File: src/rtl/atm_txn_arbiter.sv
// atm_txn_arbiter: round-robin arbiter that gives withdraw, deposit and
// transfer requesters exclusive access to the account balance register.
// Each grant runs CHECK -> COMMIT -> RESP and answers over a 4-phase
// req/done handshake. All outputs come straight from flops.
module atm_txn_arbiter #(
  parameter int                AMT_W        = 32,
  parameter int                ACCT_W       = 16,
  parameter logic [AMT_W-1:0]  INIT_BALANCE = 32'h000186A0,
  parameter logic [ACCT_W-1:0] DEST_ACCT    = 16'hD903
) (
  input  logic              clk,
  input  logic              reset_n,
  input  logic              lock,
  input  logic              wd_req,
  input  logic [AMT_W-1:0]  wd_amount,
  input  logic              dep_req,
  input  logic [AMT_W-1:0]  dep_amount,
  input  logic              xfer_req,
  input  logic [AMT_W-1:0]  xfer_amount,
  input  logic [ACCT_W-1:0] xfer_acct,
  output logic [2:0]        grant,
  output logic              done,
  output logic              ok,
  output logic [1:0]        err_code,
  output logic [AMT_W-1:0]  balance,
  output logic              busy
);

  typedef enum logic [1:0] {
    S_IDLE   = 2'd0,
    S_CHECK  = 2'd1,
    S_COMMIT = 2'd2,
    S_RESP   = 2'd3
  } state_t;

  // Requester indices; also the bit positions inside grant.
  localparam logic [1:0] WD   = 2'd0;
  localparam logic [1:0] DEP  = 2'd1;
  localparam logic [1:0] XFER = 2'd2;

  localparam logic [1:0] ST_OK    = 2'b00;
  localparam logic [1:0] ST_FUNDS = 2'b01;
  localparam logic [1:0] ST_ACCT  = 2'b10;
  localparam logic [1:0] ST_RANGE = 2'b11;

  state_t              state_q, state_d;
  logic [2:0]          grant_q, grant_d;
  logic                done_q, done_d;
  logic                ok_q, ok_d;
  logic [1:0]          err_q, err_d;
  logic [AMT_W-1:0]    balance_q, balance_d;
  logic                busy_q, busy_d;
  logic [1:0]          ptr_q, ptr_d;
  logic [1:0]          who_q, who_d;
  logic [AMT_W-1:0]    amt_q, amt_d;
  logic [ACCT_W-1:0]   acct_q, acct_d;
  logic [1:0]          status_q, status_d;

  logic [2:0]          req_vec;
  logic [1:0]          c1, c2, pick;
  logic [AMT_W-1:0]    pick_amt;
  logic [AMT_W:0]      dep_sum;

  // Next requester in rotation order wd -> dep -> xfer -> wd.
  function automatic logic [1:0] rr_next(input logic [1:0] i);
    return (i == XFER) ? WD : i + 2'd1;
  endfunction

  // First failing check wins: zero amount, bad account, funds, overflow.
  function automatic logic [1:0] check_status(
    input logic [1:0]        who,
    input logic [AMT_W-1:0]  amt,
    input logic [AMT_W-1:0]  bal,
    input logic [ACCT_W-1:0] acct,
    input logic              dep_carry
  );
    if (amt == '0)                           return ST_RANGE;
    if (who == XFER && acct != DEST_ACCT)    return ST_ACCT;
    if (who != DEP && amt > bal)             return ST_FUNDS;
    if (who == DEP && dep_carry)             return ST_RANGE;
    return ST_OK;
  endfunction

  assign req_vec = {xfer_req, dep_req, wd_req};
  assign dep_sum = {1'b0, balance_q} + {1'b0, amt_q};

  // Round-robin choice starting at the pointer, plus the chosen amount.
  always_comb begin
    c1 = rr_next(ptr_q);
    c2 = rr_next(c1);
    if (req_vec[ptr_q])   pick = ptr_q;
    else if (req_vec[c1]) pick = c1;
    else                  pick = c2;
    case (pick)
      WD:      pick_amt = wd_amount;
      DEP:     pick_amt = dep_amount;
      default: pick_amt = xfer_amount;
    endcase
  end

  // Transaction sequencer: grant, check, commit, then hold the response.
  always_comb begin
    state_d   = state_q;
    grant_d   = grant_q;
    done_d    = done_q;
    ok_d      = ok_q;
    err_d     = err_q;
    balance_d = balance_q;
    busy_d    = busy_q;
    ptr_d     = ptr_q;
    who_d     = who_q;
    amt_d     = amt_q;
    acct_d    = acct_q;
    status_d  = status_q;
    case (state_q)
      S_IDLE: begin
        if (!lock && (req_vec != 3'b000)) begin
          grant_d = 3'b001 << pick;
          who_d   = pick;
          amt_d   = pick_amt;
          acct_d  = xfer_acct;
          ptr_d   = rr_next(pick);
          busy_d  = 1'b1;
          state_d = S_CHECK;
        end
      end
      S_CHECK: begin
        status_d = check_status(who_q, amt_q, balance_q, acct_q, dep_sum[AMT_W]);
        state_d  = S_COMMIT;
      end
      S_COMMIT: begin
        if (status_q == ST_OK) begin
          balance_d = (who_q == DEP) ? dep_sum[AMT_W-1:0] : balance_q - amt_q;
        end
        state_d = S_RESP;
      end
      default: begin
        // First RESP cycle raises done regardless of req, so an early
        // drop still yields exactly one done cycle.
        if (!done_q) begin
          done_d = 1'b1;
          ok_d   = (status_q == ST_OK);
          err_d  = status_q;
        end else if (!req_vec[who_q]) begin
          grant_d = 3'b000;
          done_d  = 1'b0;
          ok_d    = 1'b0;
          err_d   = ST_OK;
          busy_d  = 1'b0;
          state_d = S_IDLE;
        end
      end
    endcase
  end

  // State and output registers; reset discards any in-flight transaction.
  always_ff @(posedge clk or negedge reset_n) begin
    if (!reset_n) begin
      state_q   <= S_IDLE;
      grant_q   <= 3'b000;
      done_q    <= 1'b0;
      ok_q      <= 1'b0;
      err_q     <= ST_OK;
      balance_q <= INIT_BALANCE;
      busy_q    <= 1'b0;
      ptr_q     <= WD;
      who_q     <= WD;
      amt_q     <= '0;
      acct_q    <= '0;
      status_q  <= ST_OK;
    end else begin
      state_q   <= state_d;
      grant_q   <= grant_d;
      done_q    <= done_d;
      ok_q      <= ok_d;
      err_q     <= err_d;
      balance_q <= balance_d;
      busy_q    <= busy_d;
      ptr_q     <= ptr_d;
      who_q     <= who_d;
      amt_q     <= amt_d;
      acct_q    <= acct_d;
      status_q  <= status_d;
    end
  end

  assign grant    = grant_q;
  assign done     = done_q;
  assign ok       = ok_q;
  assign err_code = err_q;
  assign balance  = balance_q;
  assign busy     = busy_q;

endmodule

File: config.mk
export PLATFORM = sky130hd
export DESIGN_NAME = atm_txn_arbiter
export DESIGN_NICKNAME = d
export VERILOG_FILES = /design/src/rtl/atm_txn_arbiter.sv
export SDC_FILE = /design/constraint.sdc
export NUM_CORES = 1
export LEC_CHECK = 0
export CAP_MARGIN = 10
export CORE_ASPECT_RATIO = 0.75
export CORE_MARGIN = 2
export CORE_UTILIZATION = 60
export DETAILED_ROUTE_END_ITERATION = 6
export DONT_BUFFER_PORTS = 1
export MAX_ROUTING_LAYER = met4
export PLACE_DENSITY = 0.84
export SLEW_MARGIN = 30
export SYNTH_ARGS = -nofsm -noshare
export SYNTH_HDL_FRONTEND = slang
export SYNTH_SLANG_ARGS = --single-unit
File: constraint.sdc
create_clock -name clk -period 3.45 [get_ports clk]
set_input_delay 0.69 -clock clk [delete_from_list [all_inputs] [get_ports clk]]
set_output_delay 0.69 -clock clk [all_outputs]
set_load 0.02 [all_outputs]
==> impl_metrics.py, run 1 <==
metrics = {
    "floorplanning": {
        "num_io_pins": 158,
        "coreArea_sq_um": 12480,
        "die_x_um": 135.4,
        "start_util_pct": 62.26,
        "row_count": 35,
        "fp.dieH_um": 102.6,
        "fp.dieArea_sq_um": 13890,
    },
    "sta": {
        "setup_violations": 0,
        "hold_viol": 0,
        "clock_skew_ns": 0.006703,
        "fin_setup_tns_ns": 0,
        "worst_pin_slew_ns": 0.8348,
        "max_slew_margin_pct": 44.35,
        "rsz0062_at_grt": "no",
        "setup_ws_ns": 0.2817,
        "period_needed_ns": 3.168,
        "drv_slew": 0,
        "holdWs_ns": 0.02272,
        "fmax_mhz": 315.6,
        "min_period_over_period_pct": 91.84,
    },
    "global_route": {
        "grt_pass1_vias": 6589,
        "antenna_found_initial": 0,
        "grt_start_max_net_pins": 97,
        "grt_pass1_wl_um": 35270,
        "overflow": 0,
        "grtUsageTotal_pct": 33.43,
    },
    "finish": {
        "n_fill_cell": 1053,
        "insertedDiodeCount": 0,
        "synthToLayoutAreaGrowth_pct": 5.749,
        "drive_above_1_share_pct": 8.808,
        "layout.nets": 1115,
    },
    "job": {
        "drv_cap": 0,
    },
    "routing": {
        "drt_wl_total_um": 22280,
        "drt-vias-per-instance": 6.676,
        "drt_pass1_iterations": 6,
        "first_iter_violations": 871,
        "drc": 0,
        "wl_per_cell_um": 20.31,
        "ant_nets": 0,
        "vias": 7324,
    },
    "yosys": {
        "syn_area_sq_um": 7770,
        "async_flop_share_pct": 100.0,
        "yosysWarningCount": 0,
        "synth_cells": 950,
        "ys_top_cells_by_area": "dfrtp_1 29%, ha_1 11%, nor2_1 4.7%",
        "synth_common_cells": "98 x nor2_1, 90 x dfrtp_1, 85 x nand2_1",
        "ys_types": 76,
        "yosysSeqAreaShare_pct": 31.01,
        "synth.most_common_cell": "nor2_1",
        "syn_avg_cell_area_sq_um": 8.179,
        "synth-edff-count": 0,
        "syn-num-nets": 1139,
        "ys.flop_type": "dfrtp_1",
        "netlist.area_leader.share_pct": 28.99,
        "ys_ff_latch": 96,
        "yosysTopAreaCell": "dfrtp_1",
    },
    "min_path": {
        "hold_path.class": "in -> async",
    },
    "clocking": {
        "clockBufferDepth": 2,
        "tritoncts.num_buffers": 9,
        "cts_setup_buffers": 0,
        "path_clk_slew_ns": 0.08,
        "clock_latency_ns": 0.35,
        "root_buffer": "clkbuf_16",
        "cts_sinks": 96,
        "cts_tree": "done",
        "htree_levels": 3,
    },
    "critical_path": {
        "arrival_ns": 3.43,
        "end_kind": "flop",
        "cp.required_ns": 3.72,
        "cp_max_fo": 8,
        "slowest_stage": "a2111oi_4",
        "crit_type": "reg -> reg",
        "cpMostUsedCell": "a21oi_1",
        "critPathMaxStageDelay_ns": 0.54,
        "worst-path-stages": 10,
        "cp_top_family": "compound AO/OA/AOI/OAI gates",
        "cp-start-kind": "flop",
        "crit_chain": "ha_1 -> a21oi_1 -> o21ai_0 -> nor2_1 -> a2111oi_4 -> o31ai_2 -> a21oi_1 -> o311ai_1 -> a31o_1 -> a31oi_1",
        "rr_worst_depth": 10,
        "critPathBufInv": 0,
    },
    "placed_design": {
        "gp_congestion": 1.016,
        "dp_slack_ns": 0.3720,
        "io_buffers": 0,
        "dp_hpwl_um": 16750,
    },
    "power_and_ir_drop": {
        "p_leak_uw": 0.003582,
        "peakVddDrop_uv": 530.1,
        "power_density_nw_per_um2": 1251,
        "power.total_uw": 10280,
    },
    "run_status": {
        "outcome": "finished, final reports clean",
    },
}
where the power goes:
group	switching, uW	internal, uW
clock network	526	519
registers	892	1690
logic	4060	2590
repair_timing:
item | CTS | global route
resized for setup | 0 | 1
hold buffers | 0 | 0
setup endpoints to repair | 0 | 3
hold endpoints to repair | 0 | 0
placed cells by master (no fill, tap or decap), drive strengths merged, types with 10 or more instances in the layout:
master   n
mux2    18
o31ai   16
nor4    13
nor2    98
nand4   12
inv     78
a31oi   43
nor2b   13
a22oi   34
nand2b  10
buf     20
dfrtp   90
o211ai  10
ha      69
a21oi   64
nand2   85
nor3    20
xnor2   22
o21ai   77
worst paths after layout:
| check | start | to | slack [ns] |
|---|---|---|---|
| max in group asynchronous | reset_n | balance[16]$_DFFE_PN1P_ | 3.24 |
| hold reg to reg | acct_q[10]$_DFFE_PN0P_ | acct_q[10]$_DFFE_PN0P_ | 0.51 |
| setup / recovery | balance[8]$_DFFE_PN0P_ | balance[29]$_DFFE_PN0P_ | 0.28 |
| hold / removal | reset_n | amt_q[14]$_DFFE_PN0P_ | 0.02 |
| setup reg to reg | balance[8]$_DFFE_PN0P_ | balance[29]$_DFFE_PN0P_ | 0.28 |
| min in group clk | wd_amount[2] | amt_q[2]$_DFFE_PN0P_ | 0.48 |
kinds of logic after synthesis:
group,share of synthesized area [%]
AO/OA/AOI/OAI,27.04
multiplexers,3.124
XOR/XNOR,2.818
AND/OR/NAND/NOR,17.50
adder cells (fa/ha/maj),11.63
buffers and inverters,6.876
flip-flops,31.01
through the flow:
step           std cells  utilization [%]  cell area, sq um
4_1_cts             1097            65.81              8214
5_1_grt             1097            65.83              8217
3_5_place_dp        1081            63.32              7903
3_3_place_gp        1081            63.32              7903
6_report            1097            65.83              8217
2_1_floorplan        950                -              7770
routing by layer:
metal  routed length [um]  track usage, %  share of wire, %
met1                 9919           47.28                45
met2                 9601           48.22                43
met3                 2292           8.505                10
met4                  461           8.093               2.1
met5                    0               -                 0
registers in the layout (all words and copies together) (netlist names):
register  cells
ok            1
grant         3
busy          1
who_q         2
acct_q       16
amt_q        32
ptr_q         2
err_code      2
status_q      2
state_q       2
balance      32
done          1
final cells by class:
| type | count | area (sq um) | share of cell area (%) |
|---|---|---|---|
| Clock inverter | 7 | 86.33 | 1.051 |
| Multi-Input combinational cell | 723 | 4852 | 59.05 |
| Clock buffer | 9 | 225.2 | 2.741 |
| Timing Repair Buffer | 20 | 150.1 | 1.827 |
| Tap cell | 166 | 207.7 | 2.528 |
| Inverter | 76 | 285.3 | 3.472 |
| Sequential cell | 96 | 2410 | 29.33 |
Power figures use the tool's default switching activity.
==> run 2: changes to the inputs <==
--- a/config.mk
+++ b/config.mk
@@ -9,6 +9,7 @@
 export CORE_ASPECT_RATIO = 0.75
 export CORE_MARGIN = 2
 export CORE_UTILIZATION = 60
+export CTS_BUF_LIST = sky130_fd_sc_hd__clkbuf_4 sky130_fd_sc_hd__clkbuf_8
 export DETAILED_ROUTE_END_ITERATION = 6
 export DONT_BUFFER_PORTS = 1
 export MAX_ROUTING_LAYER = met4
==> run 2 against run 1 <==
  * Maximum frequency down 0.54%
  * Via count down 0.23%
  * Sequential cell count unchanged
  * Combinational power about the same
  * Clock power down 25%
  * Non-clock buffer count up 1
==> impl_metrics.py, run 2 (same netlist as run 1, synthesis figures left out) <==
metrics = {
    "run_status": {
        "outcome": "finished, final reports clean",
    },
    "power_and_ir_drop": {
        "power_density_nw_per_um2": 1230,
        "p_leak_uw": 0.003550,
        "p_sw_share_pct": 54.37,
        "p_comb_share_pct": 66.5,
        "power_frac_clock_pct": 7.9,
        "intPower_uw": 4573,
        "p_switching_uw": 5449,
        "peakVddDrop_uv": 558.7,
        "p_seq_share_pct": 25.6,
    },
    "floorplanning": {
        "num_io_pins": 158,
        "die_x_um": 135.4,
        "fp.dieArea_sq_um": 13890,
        "row_count": 35,
        "fp.dieH_um": 102.6,
        "start_util_pct": 62.26,
        "coreArea_sq_um": 12480,
    },
    "sta": {
        "fmax_mhz": 313.9,
        "clock_skew_ns": 0.01220,
        "setup_violations": 0,
        "setup_ws_ns": 0.2643,
        "drv_slew": 0,
        "max_slew_margin_pct": 46.38,
        "period_needed_ns": 3.186,
        "hold_viol": 0,
        "fin_setup_tns_ns": 0,
        "holdWs_ns": 0.1252,
        "min_period_over_period_pct": 92.34,
        "worst_pin_slew_ns": 0.8043,
        "rsz0062_at_grt": "no",
    },
    "critical_path": {
        "reg2reg_from": "balance[5]$_DFFE_PN1P_",
        "cp_max_fo": 9,
        "end_kind": "flop",
        "crit_type": "reg -> reg",
        "reg2reg_slack_ns": 0.26,
        "regToRegEndpoint": "balance[18]$_DFFE_PN0P_",
        "cp-start-kind": "flop",
        "rr_worst_depth": 10,
        "arrival_ns": 3.50,
        "cp.required_ns": 3.76,
    },
    "routing": {
        "wl_per_cell_um": 20.08,
        "drc": 0,
        "vias": 7307,
        "ant_nets": 0,
        "drt_pass1_iterations": 6,
        "drt_wl_total_um": 22050,
        "drt-vias-per-instance": 6.655,
        "first_iter_violations": 987,
    },
    "finish": {
        "layout_common_cells": "96 x nor2_1, 90 x dfrtp_1, 85 x nand2_1",
        "final_common_cell": "nor2_1",
        "n_fill_cell": 1072,
        "seqCellArea_sq_um": 2410,
        "drive_above_1_share_pct": 9.013,
        "synthToLayoutAreaGrowth_pct": 4.863,
        "design_area_sq_um": 8148,
        "layout.nets": 1116,
        "insertedDiodeCount": 0,
        "multi_input_area_sq_um": 4857,
    },
    "global_route": {
        "gr-usage-met1_pct": 47.38,
        "antenna_found_initial": 0,
        "grt_pass1_vias": 6563,
        "overflow": 0,
        "grt_pass1_wl_um": 35070,
        "grt_start_max_net_pins": 91,
        "grtUsageTotal_pct": 33.06,
        "gr-usage-met2_pct": 47.83,
        "use_met3_pct": 7.768,
        "top_usage_layer": "met2",
    },
    "clocking": {
        "htree_levels": 3,
        "cts_setup_buffers": 0,
        "cts_tree": "done",
        "cts_sinks": 96,
        "tritoncts.num_buffers": 9,
        "path_clk_slew_ns": 0.12,
        "clock_latency_ns": 0.39,
        "root_buffer": "clkbuf_8",
        "clockBufferDepth": 2,
    },
    "min_path": {
        "hold_path.class": "in -> async",
    },
    "placed_design": {
        "dp_slack_ns": 0.3720,
        "dpl-instance-area_sq_um": 7903,
        "io_buffers": 0,
        "gp_congestion": 1.016,
        "dp_hpwl_um": 16750,
    },
    "job": {
        "drv_cap": 0,
    },
}
[run 2: worst max-delay path by stage]
stage | cells after the start | end | start | slack, ns
after floorplan | 12 | balance[30]$_DFFE_PN0P_ | balance[0]$_DFFE_PN0P_ | 0.61
after global placement | 10 | balance[31]$_DFFE_PN0P_ | balance[6]$_DFFE_PN0P_ | 0.45
after detailed placement | 10 | balance[31]$_DFFE_PN0P_ | balance[6]$_DFFE_PN0P_ | 0.37
after CTS | 10 | balance[29]$_DFFE_PN0P_ | balance[6]$_DFFE_PN0P_ | 0.27
after global routing | 10 | balance[27]$_DFFE_PN0P_ | balance[8]$_DFFE_PN0P_ | 0.06
final | 10 | balance[18]$_DFFE_PN0P_ | balance[5]$_DFFE_PN1P_ | 0.26
[run 2: layer usage]
metal	vias up	share of wire (%)
met5	-	0
met4	0	1.8
met3	48	9.9
met2	422	43
met1	3452	46
li1	3385	-
[run 2: area by class of cell]
class	instances	area share (%)
tap	166	2.549
inverter	76	3.501
timing repair buffer	21	2.181
sequential	96	29.58
clock inverter	7	1.060
clock buffer	9	1.520
multi-input combinational	723	59.61
[run 2: per-stage QoR]
step / std cells / total power [uW] / util, %
6_report: 1098 / 10020 / 65.28
5_1_grt: 1098 / 10850 / 65.28
4_1_cts: 1098 / 9863 / 65.22
3_5_place_dp: 1081 / 9011 / 63.32
3_3_place_gp: 1081 / 8869 / 63.32
2_1_floorplan: 950 / 7394 / -
[run 2: critical path, cell delays in order (launching register included)]
cell	delay, ns
dfstp_2	0.66
ha_1	0.38
or2_2	0.38
a211oi_4	0.22
o21ai_2	0.14
o311ai_0	0.48
a21boi_0	0.27
o22ai_1	0.19
a21oi_1	0.09
xnor2_1	0.14
o21ai_0	0.16
[run 2: timing repair]
action	4_1_cts	5_1_grt
setup endpoints to repair	0	3
resized for setup	0	2
hold buffers	1	0
hold endpoints to repair	90	0
[run 2: power groups by stage]
| stage | clock (uW) | combinational [uW] | sequential, uW |
|---|---|---|---|
| 2_1_floorplan | 0 | 5030 | 2360 |
| 3_3_place_gp | 0 | 6310 | 2560 |
| 3_5_place_dp | 0 | 6420 | 2590 |
| 4_1_cts | 800 | 6500 | 2560 |
| 5_1_grt | 847 | 7360 | 2640 |
| 6_report | 787 | 6670 | 2570 |
